`src/rtl/uart_tx_param.sv`:
```
// uart_tx_param: parametrised single-clock UART transmitter.
//   Baud timing comes from a clock-enable divider on clkIN, DIV = round(CLK_FREQ / BAUD_RATE).
//   Frame: start(0), DATA_BITS data bits LSB first, optional parity, STOP_BITS stop bits(1).
//   Optional feature macro: UART_TX_FIFO_EN adds a FIFO_DEPTH-entry transmit FIFO;
//   without it a single word is latched into the shifter on accept.
// Ports:
//   clkIN        system clock
//   nResetIN     asynchronous active-low reset
//   dataIN       word to send, latched on accept
//   sendIN       send request; accepted on a clkIN edge where nBusyOUT=1
//   txOUT        serial line, idle high (registered)
//   nBusyOUT     1 = ready to accept a word (registered)
//   frameDoneOUT one-cycle pulse during the last clock of the final stop bit (registered)
module uart_tx_param #(
    parameter int unsigned CLK_FREQ   = 48_000_000,
    parameter int unsigned BAUD_RATE  = 9600,
    parameter int unsigned DATA_BITS  = 8,
    parameter int unsigned PARITY     = 0,
    parameter int unsigned STOP_BITS  = 1,
    parameter int unsigned FIFO_DEPTH = 4
) (
    input  logic                 clkIN,
    input  logic                 nResetIN,
    input  logic [DATA_BITS-1:0] dataIN,
    input  logic                 sendIN,
    output logic                 txOUT,
    output logic                 nBusyOUT,
    output logic                 frameDoneOUT
);

    localparam int unsigned DIV   = (CLK_FREQ + BAUD_RATE / 2) / BAUD_RATE;
    localparam int unsigned CNT_W = (DIV < 2) ? 1 : $clog2(DIV);
    localparam int unsigned BIT_W = 4;

    // Elaboration-time parameter checks
    if (DIV < 2) begin : gBadDiv
        $error("uart_tx_param: DIV must be >= 2");
    end
    if (DATA_BITS < 5 || DATA_BITS > 9) begin : gBadDataBits
        $error("uart_tx_param: DATA_BITS must be 5..9");
    end
    if (PARITY > 2) begin : gBadParity
        $error("uart_tx_param: PARITY must be 0, 1 or 2");
    end
    if (STOP_BITS < 1 || STOP_BITS > 2) begin : gBadStopBits
        $error("uart_tx_param: STOP_BITS must be 1 or 2");
    end
    if (FIFO_DEPTH < 2 || (FIFO_DEPTH & (FIFO_DEPTH - 1)) != 0) begin : gBadFifoDepth
        $error("uart_tx_param: FIFO_DEPTH must be a power of 2, >= 2");
    end

    typedef enum logic [2:0] {
        S_IDLE,
        S_START,
        S_DATA,
        S_PARITY,
        S_STOP
    } stateT;

    stateT                state, stateNext;
    logic [CNT_W-1:0]     baudCnt, baudNext;
    logic [BIT_W-1:0]     bitCnt, bitNext;
    logic [DATA_BITS-1:0] shiftReg;
    logic                 parityReg;
    logic                 txNext, doneNext, nBusyNext;
    logic                 bitEnd, load, pending, accept;
    logic [DATA_BITS-1:0] loadData;

    assign accept = sendIN && nBusyOUT;
    assign bitEnd = (baudCnt == CNT_W'(DIV - 1));

`ifdef UART_TX_FIFO_EN
    localparam int unsigned PTR_W  = $clog2(FIFO_DEPTH);
    localparam int unsigned FCNT_W = PTR_W + 1;

    logic [DATA_BITS-1:0] fifoMem [FIFO_DEPTH];
    logic [PTR_W-1:0]     wrPtr, rdPtr;
    logic [FCNT_W-1:0]    fifoCount, countNext;

    assign pending   = (fifoCount != '0);
    assign loadData  = fifoMem[rdPtr];
    assign countNext = fifoCount + FCNT_W'(accept) - FCNT_W'(load);
    assign nBusyNext = (countNext != FCNT_W'(FIFO_DEPTH));

    // FIFO storage; contents need no reset, pointers define emptiness
    always_ff @(posedge clkIN) begin
        if (accept) begin
            fifoMem[wrPtr] <= dataIN;
        end
    end

    // FIFO pointers and occupancy; write on accept, pop when the FSM loads a word
    always_ff @(posedge clkIN or negedge nResetIN) begin
        if (!nResetIN) begin
            wrPtr     <= '0;
            rdPtr     <= '0;
            fifoCount <= '0;
        end else begin
            if (accept) begin
                wrPtr <= wrPtr + PTR_W'(1);
            end
            if (load) begin
                rdPtr <= rdPtr + PTR_W'(1);
            end
            fifoCount <= countNext;
        end
    end
`else
    // Word goes straight into the shifter; ready again only once back in IDLE
    assign pending   = accept;
    assign loadData  = dataIN;
    assign nBusyNext = !accept && (state == S_IDLE);
`endif

    // State and counter registers
    always_ff @(posedge clkIN or negedge nResetIN) begin
        if (!nResetIN) begin
            state   <= S_IDLE;
            baudCnt <= '0;
            bitCnt  <= '0;
        end else begin
            state   <= stateNext;
            baudCnt <= baudNext;
            bitCnt  <= bitNext;
        end
    end

    // Next-state, counters and line level; txOUT follows the current state one clock later
    always_comb begin
        stateNext = state;
        baudNext  = baudCnt + CNT_W'(1);
        bitNext   = bitCnt;
        txNext    = 1'b1;
        doneNext  = 1'b0;
        load      = 1'b0;
        case (state)
            S_IDLE: begin
                baudNext = '0;
                if (pending) begin
                    stateNext = S_START;
                    bitNext   = '0;
                    load      = 1'b1;
                end
            end
            S_START: begin
                txNext = 1'b0;
                if (bitEnd) begin
                    stateNext = S_DATA;
                    baudNext  = '0;
                    bitNext   = '0;
                end
            end
            S_DATA: begin
                txNext = shiftReg[0];
                if (bitEnd) begin
                    baudNext = '0;
                    if (bitCnt == BIT_W'(DATA_BITS - 1)) begin
                        bitNext   = '0;
                        stateNext = (PARITY != 0) ? S_PARITY : S_STOP;
                    end else begin
                        bitNext = bitCnt + BIT_W'(1);
                    end
                end
            end
            S_PARITY: begin
                txNext = parityReg;
                if (bitEnd) begin
                    stateNext = S_STOP;
                    baudNext  = '0;
                    bitNext   = '0;
                end
            end
            S_STOP: begin
                txNext = 1'b1;
                if (bitEnd) begin
                    baudNext = '0;
                    if (bitCnt == BIT_W'(STOP_BITS - 1)) begin
                        doneNext = 1'b1;
                        bitNext  = '0;
                        // Pending word starts on the very next clock: no idle gap
                        if (pending) begin
                            stateNext = S_START;
                            load      = 1'b1;
                        end else begin
                            stateNext = S_IDLE;
                        end
                    end else begin
                        bitNext = bitCnt + BIT_W'(1);
                    end
                end
            end
            default: begin
                stateNext = S_IDLE;
                baudNext  = '0;
                bitNext   = '0;
            end
        endcase
    end

    // Shifter and parity latched at load; parity sized so total ones match the mode
    always_ff @(posedge clkIN or negedge nResetIN) begin
        if (!nResetIN) begin
            shiftReg  <= '0;
            parityReg <= 1'b0;
        end else if (load) begin
            shiftReg  <= loadData;
            parityReg <= (PARITY == 1) ? ~^loadData : ^loadData;
        end else if (state == S_DATA && bitEnd) begin
            shiftReg <= shiftReg >> 1;
        end
    end

    // Registered outputs
    always_ff @(posedge clkIN or negedge nResetIN) begin
        if (!nResetIN) begin
            txOUT        <= 1'b1;
            nBusyOUT     <= 1'b1;
            frameDoneOUT <= 1'b0;
        end else begin
            txOUT        <= txNext;
            nBusyOUT     <= nBusyNext;
            frameDoneOUT <= doneNext;
        end
    end

endmodule
```
`config.mk`:
```
export PLATFORM = sky130hd
export DESIGN_NAME = uart_tx_param
export DESIGN_NICKNAME = d
export VERILOG_FILES = /design/src/rtl/uart_tx_param.sv
export SDC_FILE = /design/constraint.sdc
export NUM_CORES = 1
export LEC_CHECK = 0
export CAP_MARGIN = 20
export CORE_ASPECT_RATIO = 0.8
export CORE_MARGIN = 5
export CORE_UTILIZATION = 57
export CTS_CLUSTER_SIZE = 14
export DETAILED_ROUTE_END_ITERATION = 6
export PLACE_DENSITY = 0.82
export REMOVE_ABC_BUFFERS = 1
export SYNTH_ARGS = -nofsm -noshare
export SYNTH_HDL_FRONTEND = slang
export SYNTH_SLANG_ARGS = --single-unit
export TNS_END_PERCENT = 100
```
`constraint.sdc`:
```
create_clock -name clkIN -period 2.5 [get_ports clkIN]
set_clock_uncertainty 0.1 [all_clocks]
set_input_delay 0.375 -clock clkIN [delete_from_list [all_inputs] [get_ports clkIN]]
set_output_delay 0.375 -clock clkIN [all_outputs]
set_load 0.02 [all_outputs]
```
==> flow_metrics.py, run 1 <==
metrics = {
    "yosys": {
        "yosys.area.top_type_share_pct": 43.5,
        "synth.distinct_cells": 40,
        "ys_seq_elements": 32,
        "seq_area_frac_synth_pct": 46.6,
        "syn_area_um2": 1720,
        "yosysMostFrequentCell": "dfrtp_1",
        "async_reset_ff_share_pct": 100,
        "yosysTopAreaCell": "dfrtp_1",
        "synth_common_cells": "30 x dfrtp_1, 15 x nor2_1, 14 x nand2_1, 12 x xnor2_1, 9 x mux2_1",
        "yosys-top-cells-area": "dfrtp_1 44%, xnor2_1 6.1%, mux2_1 5.9%, mux2_2 4.6%, nor2_1 3.3%",
        "yosysWarnings": 0,
        "synth-edff-count": 0,
        "synthesis.instances": 154,
        "synth-main-ff-cell": "dfrtp_1",
        "syn_avg_cell_area_um2": 11.2,
    },
    "floorplan": {
        "die_x_um": 71.5,
        "boundaryPins": 14,
        "initial_core_util_pct": 60.9,
        "die-height_um": 59.2,
        "dieArea_um2": 4230,
        "fp-row-count": 17,
        "fp.coreArea_um2": 2830,
    },
    "route": {
        "dr.pass1.iters": 5,
        "drtIter0Drc": 63,
        "routed_wirelength_um": 3360,
        "drcViolationCount": 0,
        "vias": 1203,
        "drt-wirelength-per-cell_um": 15.6,
        "ant_nets": 0,
        "viasPerCell": 5.57,
    },
    "pwr": {
        "clkPwrFrac_pct": 27.1,
        "internal_power_w": 0.00136,
        "seqPwrFrac_pct": 39.1,
        "switching_share_pct": 31.8,
        "leakage_nw": 0.896,
        "combPwrFrac_pct": 33.8,
        "p_per_area_nw_per_um2": 966,
        "peakVddDrop_mv": 0.537,
        "p_sw_w": 0.000634,
        "finalPower_w": 0.00199,
    },
    "cells_and_area": {
        "fin_area_um2": 2060,
        "stdcell_count": 216,
        "antennaDiodeCount": 0,
        "area_growth_pct": 19.7,
        "drive_gt1_share_pct": 19.7,
        "nets": 191,
    },
    "clock_tree": {
        "cts_tree": "yes",
        "cts_num_sinks": 32,
        "post_cts_buffers": 0,
        "clk_pin_slew_ns": 0.07,
        "cts_made_buffers": 5,
        "cts_buffer_depth": 2,
        "htree_levels": 2,
        "root_buffer": "clkbuf_8",
        "postCtsHoldBufs": 0,
        "clk_latency_ns": 0.29,
        "ctsResizeCount": 0,
    },
    "critical_path": {
        "cp_max_fo": 10,
        "startpoint_type": "flop",
        "cp_top_family": "simple AND/OR/NAND/NOR gates",
        "worst-setup-path-type": "reg -> reg",
        "crit_arrival_ns": 2.43,
        "end_kind": "flop",
        "crit_buf_inv": 0,
        "required_ns": 2.57,
        "crit_chain": "or4_4 > nor4_4 > o32a_2 > nand4_4 > mux2_4",
        "slowest_delay_ns": 0.60,
        "cp_slowest_cell": "or4_4",
    },
    "global_route": {
        "grt_pass1_vias": 1320,
        "grt_start_max_net_pins": 33,
        "grt_pass1_wl_um": 5790,
        "grt.overflow.total": 0,
        "antenna_found_initial": 0,
        "globalRouteTotalUtil_pct": 17.9,
    },
    "timing": {
        "slew_headroom_pct": 60.1,
        "finalHoldViolCount": 0,
        "tightest_slew_ns": 0.597,
        "drv_slew": 0,
        "final.min_clock_period_ns": 2.36,
        "setup-tns-final_ns": 0,
        "max_freq_mhz": 425,
        "setup_violations": 0,
        "setup_ws_ns": 0.144,
        "rsz0062_at_grt": "no",
        "finalCritPeriodShare_pct": 94.2,
    },
    "worst_hold_path": {
        "hold_path.class": "in -> async",
    },
    "placed_design": {
        "hpwl_um": 2430,
        "placed_cell_area_um2": 1930,
        "place.gp.congestion": 0.842,
        "port_buffers": 13,
        "place_ws_ns": 0.141,
        "place_inst": 208,
    },
    "outcome": {
        "status": "complete, no violations",
    },
    "run": {
        "max-cap-violations": 0,
    },
}
==> state kept, by name, summed over array words and instances, names as in the netlist <==
name	flops
bitCnt	4
frameDoneOUT	1
baudCnt	13
state	3
shiftReg	8
parityReg	1
nBusyOUT	1
txOUT	1
==> final timing paths <==
check                                 startpoint                 endpoint  slack (ns)  cells after the start
setup / recovery           baudCnt[11]$_DFF_PN0_  shiftReg[7]$_DFFE_PN0P_        0.14                      5
hold reg to reg             baudCnt[0]$_DFF_PN0_     baudCnt[0]$_DFF_PN0_        0.38                      1
hold / removal                          nResetIN     baudCnt[7]$_DFF_PN0_        0.38                      2
max in group asynchronous               nResetIN          txOUT$_DFF_PN1_        1.61                      2
min in group clkIN          baudCnt[0]$_DFF_PN0_     baudCnt[0]$_DFF_PN0_        0.38                      1
setup reg to reg           baudCnt[11]$_DFF_PN0_  shiftReg[7]$_DFFE_PN0P_        0.14                      5
==> worst register-to-register path: stages (launching register included) <==
cell     delay [ns]
dfrtp_1        0.40
or4_4          0.60
nor4_4         0.29
o32a_2         0.26
nand4_4        0.22
mux2_4         0.36
==> placed cells by master (no fill, tap or decap), types with 2 or more instances in the layout <==
cell,instances
dfrtp_1,30
nor2_1,15
nand2_1,14
clkdlybuf4s50_1,13
xnor2_1,12
mux2_1,9
and3_1,8
mux2_2,7
clkbuf_8,7
xor2_1,6
buf_4,5
nand4b_1,4
o21ai_0,4
inv_1,3
nor3b_1,3
nand3_1,3
nor2b_1,3
ha_1,3
nor3_1,2
mux2_4,2
dfstp_2,2
==> through the flow <==
stage	hold WS (ns)	util, %
after floorplan	-0.0206	-
after global placement	0.359	68.3
after detailed placement	0.370	68.3
after CTS	0.378	72.8
after global routing	0.409	72.9
final	0.376	72.9
==> kinds of logic after synthesis <==
group | Yosys count | share of synthesized area (%)
fa+ha+maj | 3 | 2.18
buf+inv | 5 | 1.09
mux | 18 | 12.2
xor+xnor | 18 | 9.14
compound gates | 12 | 4.72
simple gates | 66 | 24.1
flops | 32 | 46.6
==> layout make-up <==
cell class,instances,area [µm²]
Clock buffer,7,96.3
Timing Repair Buffer,18,168
Clock inverter,1,30.0
Inverter,3,11.3
Fill cell,213,766
Sequential cell,32,803
Tap cell,38,47.5
Multi-Input combinational cell,117,907
==> power by group through the flow <==
stage          Clock (W)  Combinational, W  Sequential [W]
2_1_floorplan          0          0.000466        0.000772
3_3_place_gp           0          0.000645        0.000772
3_5_place_dp           0          0.000673        0.000781
4_1_cts         0.000542          0.000681        0.000777
5_1_grt         0.000573          0.000736        0.000795
6_report        0.000540          0.000674        0.000779
==> per-layer routing <==
metal	share of wire (%)	global-route usage, %	vias up
met2	49	31.2	16
met1	45	19.3	590
met5	0	0	-
met4	2.6	10.7	0
met3	3.3	5.59	10
li1	-	-	587
No activity file was read; power rests on OpenSTA's default activity.
==> run 2: changes to the inputs <==
- CORE_UTILIZATION: 57 -> 25
- PLACE_DENSITY: 0.82 -> 0.45
==> flow_metrics.py, run 2 (synthesis results as in run 1) <==
metrics = {
    "clock_tree": {
        "cts_buffer_depth": 2,
        "post_cts_buffers": 0,
        "root_buffer": "clkbuf_8",
        "clk_latency_ns": 0.28,
        "htree_levels": 2,
        "clk_pin_slew_ns": 0.07,
        "cts_tree": "yes",
        "cts_num_sinks": 32,
        "cts_made_buffers": 5,
    },
    "timing": {
        "finalCritPeriodShare_pct": 95.0,
        "slew_headroom_pct": 59.6,
        "drv_slew": 0,
        "setup_violations": 0,
        "setup_ws_ns": 0.125,
        "rsz0062_at_grt": "no",
        "finalHoldViolCount": 0,
        "final.min_clock_period_ns": 2.37,
        "max_freq_mhz": 421,
        "setup-tns-final_ns": 0,
        "tightest_slew_ns": 0.604,
    },
    "global_route": {
        "antenna_found_initial": 0,
        "grt.overflow.total": 0,
        "grt_pass1_vias": 1269,
        "grt_start_max_net_pins": 33,
        "grt_pass1_wl_um": 6040,
        "globalRouteTotalUtil_pct": 8.84,
    },
    "cells_and_area": {
        "nets": 192,
        "multiInputGateArea_um2": 907,
        "largest_reg_flops": 13,
        "final_core_util_pct": 31.1,
        "top_register": "baudCnt",
        "area_growth_pct": 22.6,
        "final_cell_mix": "30 x dfrtp_1, 15 x nor2_1, 14 x nand2_1",
        "final_common_cell": "dfrtp_1",
        "antennaDiodeCount": 0,
        "seqCellArea_um2": 803,
        "drive_gt1_share_pct": 19.6,
        "reg.largest.list": "baudCnt x13, shiftReg x8, bitCnt x4",
        "nFillCells": 689,
    },
    "critical_path": {
        "cp_slowest_cell": "or4_4",
        "end_kind": "flop",
        "required_ns": 2.57,
        "worst-setup-path-type": "reg -> reg",
        "startpoint_type": "flop",
        "slowest_delay_ns": 0.60,
        "crit_chain": "or4_4 > nor4_4 > o32a_2 > nand4_4 > mux2_4",
        "cp_max_fo": 10,
        "crit_arrival_ns": 2.45,
    },
    "run": {
        "max-cap-violations": 0,
    },
    "route": {
        "dr.pass1.iters": 4,
        "drtIter0Drc": 43,
        "vias": 1191,
        "drt-wirelength-per-cell_um": 12.5,
        "routed_wirelength_um": 3330,
        "viasPerCell": 4.48,
        "ant_nets": 0,
        "drcViolationCount": 0,
    },
    "outcome": {
        "status": "complete, no violations",
    },
    "placed_design": {
        "place_ws_ns": 0.109,
        "hpwl_um": 2490,
        "port_buffers": 13,
        "place.gp.congestion": 0.755,
    },
    "floorplan": {
        "fp.coreArea_um2": 6790,
        "initial_core_util_pct": 25.4,
        "fp-row-count": 27,
        "die-height_um": 84.3,
        "dieArea_um2": 8670,
        "boundaryPins": 14,
        "die_x_um": 103,
    },
    "pwr": {
        "peakVddDrop_mv": 0.239,
        "switching_share_pct": 32.3,
        "seqPwrFrac_pct": 39.6,
        "p_sw_w": 0.000628,
        "internal_power_w": 0.00131,
        "p_per_area_nw_per_um2": 919,
        "combPwrFrac_pct": 35.1,
        "leakage_nw": 0.891,
        "clkPwrFrac_pct": 25.3,
        "finalPower_w": 0.00194,
    },
    "worst_hold_path": {
        "hold_path.class": "in -> async",
    },
}
## run 2: cell types whose count changed in the layout (fill, tap and decap cells not counted), sizes merged
cell	delta
buf	+1
clkbuf	-1
clkinv	+1
## run 2: metal layers
metal / vias to the layer above / GRT usage, % / part of all wire [%]
met5: - / 0 / 0
met4: 0 / 3.18 / 1.6
met3: 8 / 3.16 / 4.5
met2: 18 / 12.7 / 44
met1: 573 / 12.2 / 50
li1: 592 / - / -
## run 2: worst max-delay path, delay by kind of cell, from the launching register on
family | cells | cell delay (ns)
AOI/OAI and AO/OA | 1 | 0.27
DFF | 1 | 0.40
muxes | 1 | 0.36
and+or+nand+nor | 3 | 1.14
## run 2: final timing paths
check / start / to / slack, ns / depth (start not counted)
min: nResetIN / baudCnt[1]$_DFF_PN0_ / 0.37 / 2
max reg2reg: baudCnt[11]$_DFF_PN0_ / parityReg$_DFFE_PN0P_ / 0.13 / 5
max in group asynchronous: nResetIN / nBusyOUT$_DFF_PN1_ / 1.59 / 2
max: baudCnt[11]$_DFF_PN0_ / parityReg$_DFFE_PN0P_ / 0.13 / 5
min in group clkIN: baudCnt[0]$_DFF_PN0_ / baudCnt[0]$_DFF_PN0_ / 0.37 / 1
min reg2reg: baudCnt[0]$_DFF_PN0_ / baudCnt[0]$_DFF_PN0_ / 0.37 / 1
## run 2: timing repair
action                     in CTS  in global routing
hold buffers                    0                  0
gates resized for setup         0                  1
setup endpoints to repair       0                  2
## run 2: cell type report
cell class	instances	area share, %
Clock buffer	6	3.43
Clock inverter	2	1.66
Inverter	3	0.533
Multi-Input combinational cell	117	42.9
Sequential cell	32	38.0
Tap cell	87	5.15
Timing Repair Buffer	19	8.29
## run 2: power groups by stage
stage / Clock [W] / Sequential (W) / Combinational [W]
final: 0.000491 / 0.000769 / 0.000682
after detailed placement: 0 / 0.000781 / 0.000693
after global routing: 0.000531 / 0.000798 / 0.000763
after global placement: 0 / 0.000774 / 0.000678
after floorplan: 0 / 0.000772 / 0.000466
after CTS: 0.000508 / 0.000772 / 0.000696
## run 2: through the flow
stage / hold slack [ns] / cell area, µm² / instances
2_1_floorplan: -0.0206 / 1720 / 152
3_3_place_gp: 0.361 / 2000 / 258
3_5_place_dp: 0.366 / 2000 / 258
4_1_cts: 0.376 / 2110 / 266
5_1_grt: 0.429 / 2110 / 266
6_report: 0.373 / 2110 / 266
==> run 3: changes to the inputs <==
- DONT_BUFFER_PORTS: unset -> 1
- PLACE_DENSITY: 0.45 -> 0.42
- SKIP_CTS_REPAIR_TIMING: unset -> 1
==> flow_metrics.py, run 3 (synthesis results as in run 1) <==
metrics = {
    "outcome": {
        "status": "complete, no violations",
    },
    "clock_tree": {
        "cts_num_sinks": 32,
        "clk_pin_slew_ns": 0.07,
        "cts_tree": "yes",
        "cts_buffer_depth": 2,
        "htree_levels": 2,
        "clk_latency_ns": 0.28,
        "root_buffer": "clkbuf_8",
        "cts_made_buffers": 5,
    },
    "global_route": {
        "grt.overflow.total": 0,
        "grt_pass1_vias": 1212,
        "antenna_found_initial": 0,
        "globalRouteTotalUtil_pct": 8.40,
        "grt_pass1_wl_um": 5750,
        "grt_start_max_net_pins": 33,
    },
    "timing": {
        "setup-tns-final_ns": 0,
        "finalHoldViolCount": 0,
        "rsz0062_at_grt": "no",
        "final.min_clock_period_ns": 2.37,
        "slew_headroom_pct": 62.5,
        "finalCritPeriodShare_pct": 94.8,
        "setup_violations": 0,
        "drv_slew": 0,
        "max_freq_mhz": 422,
        "tightest_slew_ns": 0.561,
    },
    "placed_design": {
        "place.gp.congestion": 0.775,
        "port_buffers": 0,
        "hpwl_um": 2390,
        "place_inst": 244,
    },
    "critical_path": {
        "crit_arrival_ns": 2.43,
        "cp_max_fo": 10,
        "end_kind": "flop",
        "crit_chain": "or4bb_4 > nor3_1 > o32a_2 > nand4_4 > mux2_4",
        "cp_top_family": "simple AND/OR/NAND/NOR gates",
        "required_ns": 2.56,
        "slowest_delay_ns": 0.59,
        "crit_buf_inv": 0,
        "cp_slowest_cell": "or4bb_4",
        "worst-setup-path-type": "reg -> reg",
        "startpoint_type": "flop",
    },
    "cells_and_area": {
        "reg.largest.list": "baudCnt x13, shiftReg x8, bitCnt x4",
        "area_growth_pct": 15.0,
        "final_cell_mix": "30 x dfrtp_1, 15 x nor2_1, 14 x nand2_1",
        "largest_reg_flops": 13,
        "top_register": "baudCnt",
        "nets": 180,
        "stdcell_count": 254,
        "antennaDiodeCount": 0,
        "final_common_cell": "dfrtp_1",
        "drive_gt1_share_pct": 19.8,
        "nFillCells": 698,
    },
    "pwr": {
        "leakage_nw": 0.840,
        "combPwrFrac_pct": 33.9,
        "switching_share_pct": 33.3,
        "peakVddDrop_mv": 0.323,
        "p_per_area_nw_per_um2": 915,
        "clkPwrFrac_pct": 22.6,
        "seqPwrFrac_pct": 43.6,
        "finalPower_w": 0.00181,
        "p_sw_w": 0.000604,
        "internal_power_w": 0.00121,
    },
    "floorplan": {
        "die_x_um": 103,
        "dieArea_um2": 8670,
        "die-height_um": 84.3,
        "fp-row-count": 27,
        "initial_core_util_pct": 25.4,
        "fp.coreArea_um2": 6790,
        "boundaryPins": 14,
    },
    "route": {
        "vias": 1147,
        "drt-wirelength-per-cell_um": 12.9,
        "viasPerCell": 4.52,
        "drtIter0Drc": 61,
        "ant_nets": 0,
        "dr.pass1.iters": 4,
        "drcViolationCount": 0,
        "routed_wirelength_um": 3290,
    },
    "worst_hold_path": {
        "hold_path.class": "in -> reg",
    },
    "run": {
        "max-cap-violations": 0,
    },
}
-- run 3: cell count changes in the layout (fill, tap and decap cells not counted) --
cell | previous run | this run
buf_4 | 6 | 5
bufinv_16 | 1 | 0
buf_12 | 0 | 1
clkbuf_8 | 5 | 6
clkdlybuf4s50_1 | 13 | 0
clkinv_2 | 1 | 0
dlygate4sd3_1 | 0 | 1
nor3_2 | 1 | 0
nor3_1 | 2 | 3
clkbuf_1 | 1 | 2
-- run 3: stage by stage --
stage / setup slack (ns) / hold slack [ns] / util, % / instance area (µm²)
2_1_floorplan: 0.221 / -0.0206 / - / 1720
3_3_place_gp: 0.192 / -0.0195 / 27.4 / 1860
3_5_place_dp: 0.116 / -0.0195 / 27.4 / 1860
4_1_cts: 0.106 / -0.331 / 28.8 / 1950
5_1_grt: 0.0154 / 0.128 / 29.2 / 1980
6_report: 0.129 / 0.142 / 29.2 / 1980
-- run 3: worst paths after layout --
kind | from | to | slack, ns | cells after the start
min in group asynchronous | nResetIN | baudCnt[0]$_DFF_PN0_ | 0.42 | 2
max in group asynchronous | nResetIN | txOUT$_DFF_PN1_ | 1.61 | 2
min reg2reg | baudCnt[0]$_DFF_PN0_ | baudCnt[0]$_DFF_PN0_ | 0.37 | 1
min | dataIN[5] | shiftReg[5]$_DFFE_PN0P_ | 0.14 | 1
max | baudCnt[6]$_DFF_PN0_ | shiftReg[7]$_DFFE_PN0P_ | 0.13 | 5
max reg2reg | baudCnt[6]$_DFF_PN0_ | shiftReg[7]$_DFFE_PN0P_ | 0.13 | 5
-- run 3: final cells by class --
cell class                      count  area, µm²  share of cell area (%)
Multi-Input combinational cell    117        902                    45.5
Sequential cell                    32        803                    40.5
Tap cell                           87        109                    5.49
Clock buffer                        8       90.1                    4.54
Timing Repair Buffer                7       67.6                    3.41
Inverter                            3       11.3                   0.568
-- run 3: power by group through the flow --
| stage | Combinational [W] | Sequential (W) | Clock [W] |
|---|---|---|---|
| after floorplan | 0.000466 | 0.000772 | 0 |
| after global routing | 0.000704 | 0.000815 | 0.000449 |
| after CTS | 0.000608 | 0.000794 | 0.000430 |
| after global placement | 0.000599 | 0.000798 | 0 |
| after detailed placement | 0.000603 | 0.000804 | 0 |
| final | 0.000614 | 0.000791 | 0.000410 |
-- run 3: layer usage --
layer | global-route usage, % | vias to the layer above | routed length, µm
li1 | - | 567 | -
met1 | 10.8 | 553 | 1620
met2 | 12.6 | 19 | 1430
met3 | 3.65 | 8 | 184
met4 | 2.82 | 0 | 53
met5 | 0 | - | 0
